<file path="config.mk">
export PLATFORM = sky130hd
export DESIGN_NAME = mem_lsu
export DESIGN_NICKNAME = d
export VERILOG_FILES = /design/src/rtl/mem_lsu.sv
export SDC_FILE = /design/constraint.sdc
export NUM_CORES = 1
export LEC_CHECK = 0
export ABC_AREA = 1
export CAP_MARGIN = 10
export CORE_AREA = 3 3 104 106
export CTS_BUF_LIST = sky130_fd_sc_hd__clkbuf_4
export DETAILED_ROUTE_END_ITERATION = 8
export DIE_AREA = 0 0 107 109
export GPL_TIMING_DRIVEN = 0
export PLACE_DENSITY = 0.82
export SYNTH_ARGS = -nofsm -noshare
export SYNTH_HDL_FRONTEND = slang
export SYNTH_SLANG_ARGS = --single-unit
</file>
<file path="constraint.sdc">
create_clock -name clk -period 4.4 [get_ports clk]
set_input_delay 0.88 -clock clk [delete_from_list [all_inputs] [get_ports clk]]
set_output_delay 0.88 -clock clk [all_outputs]
set_load 0.01 [all_outputs]
</file>
<file path="src/rtl/mem_lsu.sv">
// MEM-stage load/store unit: issues data-memory requests over req/ack, stalls
// until completion or timeout, and registers the lane-aligned writeback bundle.
module mem_lsu #(
    parameter int TIMEOUT_CYC = 255,
    parameter int CNT_W       = 8
) (
    input  logic        clk,
    input  logic        rst,
    input  logic        ex_valid,
    input  logic        ex_mem_read,
    input  logic        ex_mem_write,
    input  logic [2:0]  ex_funct3,
    input  logic [31:0] ex_addr,
    input  logic [31:0] ex_wdata,
    input  logic [4:0]  ex_rd,
    input  logic        ex_reg_write,
    output logic        stall,
    output logic        mem_req,
    output logic        mem_we,
    output logic [31:0] mem_addr,
    output logic [3:0]  mem_be,
    output logic [31:0] mem_wdata,
    input  logic        mem_ack,
    input  logic [31:0] mem_rdata,
    output logic        wb_valid,
    output logic        wb_reg_write,
    output logic [4:0]  wb_rd,
    output logic [2:0]  wb_funct3,
    output logic [31:0] wb_data,
    output logic        misalign_exc,
    output logic        timeout_exc
);
    typedef enum logic {IDLE, BUSY} state_t;

    localparam logic [CNT_W-1:0] CNT_LAST = CNT_W'(TIMEOUT_CYC - 1);

    state_t           state, state_nxt;
    logic [CNT_W-1:0] cnt, cnt_nxt;
    logic [1:0]       off;
    logic             mem_op, size_ok, align_ok, access_ok;
    logic             misalign, timeout_hit;

    assign off    = ex_addr[1:0];
    assign mem_op = ex_valid & (ex_mem_read | ex_mem_write);

    // Store wins when both read and write are flagged, so it selects the legal codes.
    always_comb begin
        size_ok  = 1'b0;
        align_ok = 1'b0;
        if (ex_mem_write)
            size_ok = ex_funct3 inside {3'b000, 3'b001, 3'b010};
        else
            size_ok = ex_funct3 inside {3'b000, 3'b001, 3'b010, 3'b100, 3'b101};
        case (ex_funct3[1:0])
            2'b00:   align_ok = 1'b1;
            2'b01:   align_ok = ~off[0];
            2'b10:   align_ok = (off == 2'b00);
            default: align_ok = 1'b0;
        endcase
    end

    assign access_ok   = size_ok & align_ok;
    assign mem_req     = ~rst & mem_op & access_ok;
    assign misalign    = mem_op & ~access_ok;
    assign timeout_hit = mem_req & (state == BUSY) & (cnt == CNT_LAST) & ~mem_ack;
    assign stall       = mem_req & ~mem_ack & ~timeout_hit;
    assign mem_we      = ex_mem_write;
    assign mem_addr    = {ex_addr[31:2], 2'b00};

    always_comb begin
        mem_be    = 4'b1111;
        mem_wdata = ex_wdata;
        if (ex_mem_write) begin
            case (ex_funct3[1:0])
                2'b00: begin
                    mem_be    = 4'b0001 << off;
                    mem_wdata = {4{ex_wdata[7:0]}};
                end
                2'b01: begin
                    mem_be    = 4'b0011 << off;
                    mem_wdata = {2{ex_wdata[15:0]}};
                end
                default: ;
            endcase
        end
    end

    always_ff @(posedge clk or posedge rst) begin
        if (rst) begin
            state <= IDLE;
            cnt   <= '0;
        end else begin
            state <= state_nxt;
            cnt   <= cnt_nxt;
        end
    end

    always_comb begin
        state_nxt = state;
        cnt_nxt   = cnt;
        case (state)
            IDLE: if (mem_req && !mem_ack) begin
                state_nxt = BUSY;
                cnt_nxt   = '0;
            end
            BUSY: begin
                if (!mem_req || mem_ack || timeout_hit) state_nxt = IDLE;
                else                                    cnt_nxt   = cnt + CNT_W'(1);
            end
            default: state_nxt = IDLE;
        endcase
    end

    always_ff @(posedge clk or posedge rst) begin
        if (rst) begin
            wb_valid     <= 1'b0;
            wb_reg_write <= 1'b0;
            wb_rd        <= '0;
            wb_funct3    <= '0;
            wb_data      <= '0;
            misalign_exc <= 1'b0;
            timeout_exc  <= 1'b0;
        end else begin
            misalign_exc <= 1'b0;
            timeout_exc  <= 1'b0;
            if (timeout_hit) begin
                wb_valid     <= 1'b1;
                wb_reg_write <= 1'b0;
                timeout_exc  <= 1'b1;
            end else if (misalign) begin
                wb_valid     <= 1'b1;
                wb_reg_write <= 1'b0;
                misalign_exc <= 1'b1;
            end else if (stall) begin
                wb_valid <= 1'b0;
            end else begin
                wb_valid <= ex_valid;
                wb_rd    <= ex_rd;
                if (ex_mem_write) begin
                    wb_reg_write <= 1'b0;
                    wb_data      <= '0;
                    wb_funct3    <= ex_funct3;
                end else if (ex_mem_read) begin
                    wb_reg_write <= ex_valid & ex_reg_write;
                    wb_data      <= mem_rdata >> {off, 3'b000};
                    wb_funct3    <= ex_funct3;
                end else begin
                    wb_reg_write <= ex_valid & ex_reg_write;
                    wb_data      <= ex_addr;
                    wb_funct3    <= 3'b010;
                end
            end
        end
    end
endmodule

</file>
==> reports/qor.yml <==
synthCells: 548
cp-end-kind: "output pin"
numClockSinks: 53
power_density_mw_per_mm2: 219.5
synth_seq_area_share_pct: 33.29
fp.dieW_um: 107
grt_pass1_wl_mm: 23.51
finalCriticalPeriod_ns: 4.097
dp.final_hpwl_mm: 12.46
p_seq_share_pct: 38.8
cp_max_fo: 10
maxSlewViolCount: 0
yosysWarnings: 0
drc: 0
p_int_mw: 0.9615
antenna_cells: 0
grt.total_usage_pct: 25.84
grt_max_degree: 38
synth_seq_cells: 53
clkPwrFrac_pct: 20.6
critical_path_class: "in2out"
cts_buffers: 5
holdWs_ns: 0.5071
final_hold_viol_count: 0
place_ws_ns: 0.2149
dieArea_mm2: 0.01166
finalSetupViolCount: 0
ios: 226
cts_tree: "done"
postRouteAntennaNets: 0
fmaxAchievable_mhz: 244.1
worst-endpoint-required_ns: 3.52
via_per_inst: 5.056
synth.largest_area_cell: "dfrtp_1"
synth_top_cell_area_share_pct: 33.29
fin_crit_sh_pct: 93.12
p_sw_mw: 0.4609
tightest_slew_ns: 0.5051
synth.distinct_cells: 33
die-height_um: 109
fin_nets: 892
drive_above_1_share_pct: 17.95
cts.htree.levels: 2
leakage_nw: 3.002
final_util_pct: 65.68
synthArstFlopShare_pct: 100.0
clockBufferDepth: 2
port_buffers: 222
drt_iter0_drc: 355
ys_top_cells_by_count: "163 x nand2_1, 53 x dfrtp_1, 52 x inv_1, 41 x buf_4, 41 x o21ai_0"
dr_total_vias: 4616
drt_wl_total_mm: 15.07
hp-class: "reg2reg"
fp.coreArea_mm2: 0.009864
synth_ff_type: "dfrtp_1"
grt_pass1_vias: 4610
start_util_pct: 40.39
combinationalPowerShare_pct: 40.7
clk_pin_slew_ns: 0.16
synth_area_leaders: "dfrtp_1 33%, nand2_1 15%, buf_4 7.7%"
wl_per_cell_um: 16.50
avgSynthCellArea_um2: 7.270
syn2layout_area_growth_pct: 62.63
synth-edff-count: 0
rsz0062_at_grt: "false"
fp-row-count: 36
root_buffer: "clkbuf_4"
worstSetupStartpointType: "input port"
finalWorstSetupSlack_ns: 0.3026
swShare_pct: 32.40
drv_cap: 0
relSlewSlack_pct: 65.97
clock_latency_ns: 0.39
gp_congestion: 0.9002
ir_drop_v: 0.0001348
yosysMostFrequentCell: "nand2_1"
clock_skew_ns: 0.01271
grt_overflow: 0
grt_antenna_before_repair: 0
status: "finished, final reports clean"
dr.pass1.iters: 7
cp.arrival_ns: 3.22
synth.cell_area_mm2: 0.003984
==> worst paths after layout <==
kind | cells after the start | start | slack [ns] | endpoint
hold / removal | 2 | wb_data[6] | 0.51 | wb_data[6]
max in group asynchronous | 3 | rst | 3.17 | wb_data[29]
setup reg to reg | 7 | cnt[0] | 2.79 | cnt[2]
hold reg to reg | 2 | wb_data[6] | 0.51 | wb_data[6]
min in group asynchronous | 2 | rst | 0.73 | wb_rd[1]
setup / recovery | 11 | ex_mem_read | 0.30 | stall
==> cells by family after synthesis <==
kind of cell             Yosys count  share of synthesized area, %
AO/OA/AOI/OAI                    123                         20.76
other                              1                       0.09413
AND/OR/NAND/NOR                  242                         26.26
flip-flops                        53                         33.29
XOR/XNOR                           5                         1.099
buffers and inverters            122                         17.87
adder cells (fa/ha/maj)            2                        0.6280
==> routing by layer <==
metal  track usage (%)  vias up  share of wire (%)
li1                  -     2184                  -
met4             8.767        0                3.1
met5                 0        -                  0
met1             29.18     2097                 36
met2             48.16      299                 51
met3             5.625       36                9.8
==> final cells by class <==
type | count | area (um2)
Clock buffer | 5 | 37.54
Fill cell | 815 | 3386
Multi-Input combinational cell | 374 | 1949
Buffer | 68 | 509.2
Clock inverter | 3 | 43.79
Inverter | 54 | 203.9
Tap cell | 133 | 166.4
Sequential cell | 53 | 1326
Timing Repair Buffer | 223 | 2242
==> state kept, by name, summed over array words and instances, names as in the netlist, 3 cells and up <==
register / cells
wb_data: 32
cnt: 8
wb_funct3: 3
wb_rd: 5
==> layout by cell type (no fill, tap or decap), drive strengths merged, types with 15 or more instances in the layout <==
cell / netlist / routed
a22oi: 23 / 23
buf: 58 / 59
clkbuf: 10 / 15
clkdlybuf4s50: 0 / 222
dfrtp: 53 / 53
inv: 53 / 53
nand2: 201 / 201
nor2: 26 / 26
o21ai: 76 / 76
==> critical path: stages <==
cell and delay (ns):
clkdlybuf4s50_1 0.69, inv_2 0.19, nand2_4 0.13, nand3_2 0.10, inv_1 0.07, nand2_1 0.06
nor2_1 0.13, nand2_1 0.16, buf_2 0.23, inv_1 0.06, clkdlybuf4s50_1 0.52
==> stage by stage <==
step	instance area, um2	TNS, ns	std cells	power, mW
after floorplan	3988	0	549	0.8113
after global placement	6376	-1.271	904	1.128
after detailed placement	6396	0	905	1.139
after CTS	6477	0	913	1.425
after global routing	6479	0	913	1.489
final	6479	0	913	1.422
==> power by group through the flow <==
| stage | Clock, mW | Combinational [mW] | Sequential (mW) |
|---|---|---|---|
| 6_report | 0.292 | 0.579 | 0.551 |
| 5_1_grt | 0.312 | 0.621 | 0.555 |
| 4_1_cts | 0.292 | 0.581 | 0.551 |
| 3_5_place_dp | 0 | 0.579 | 0.560 |
| 3_3_place_gp | 0 | 0.569 | 0.559 |
| 2_1_floorplan | 0 | 0.236 | 0.576 |
==> repair_timing <==
item | CTS | global route
setup buffers | 0 | 0
gates resized for setup | 0 | 1
setup endpoints to repair | 0 | 1
hold buffers | 0 | 0
Note: power is estimated with default switching activity, not from simulation.
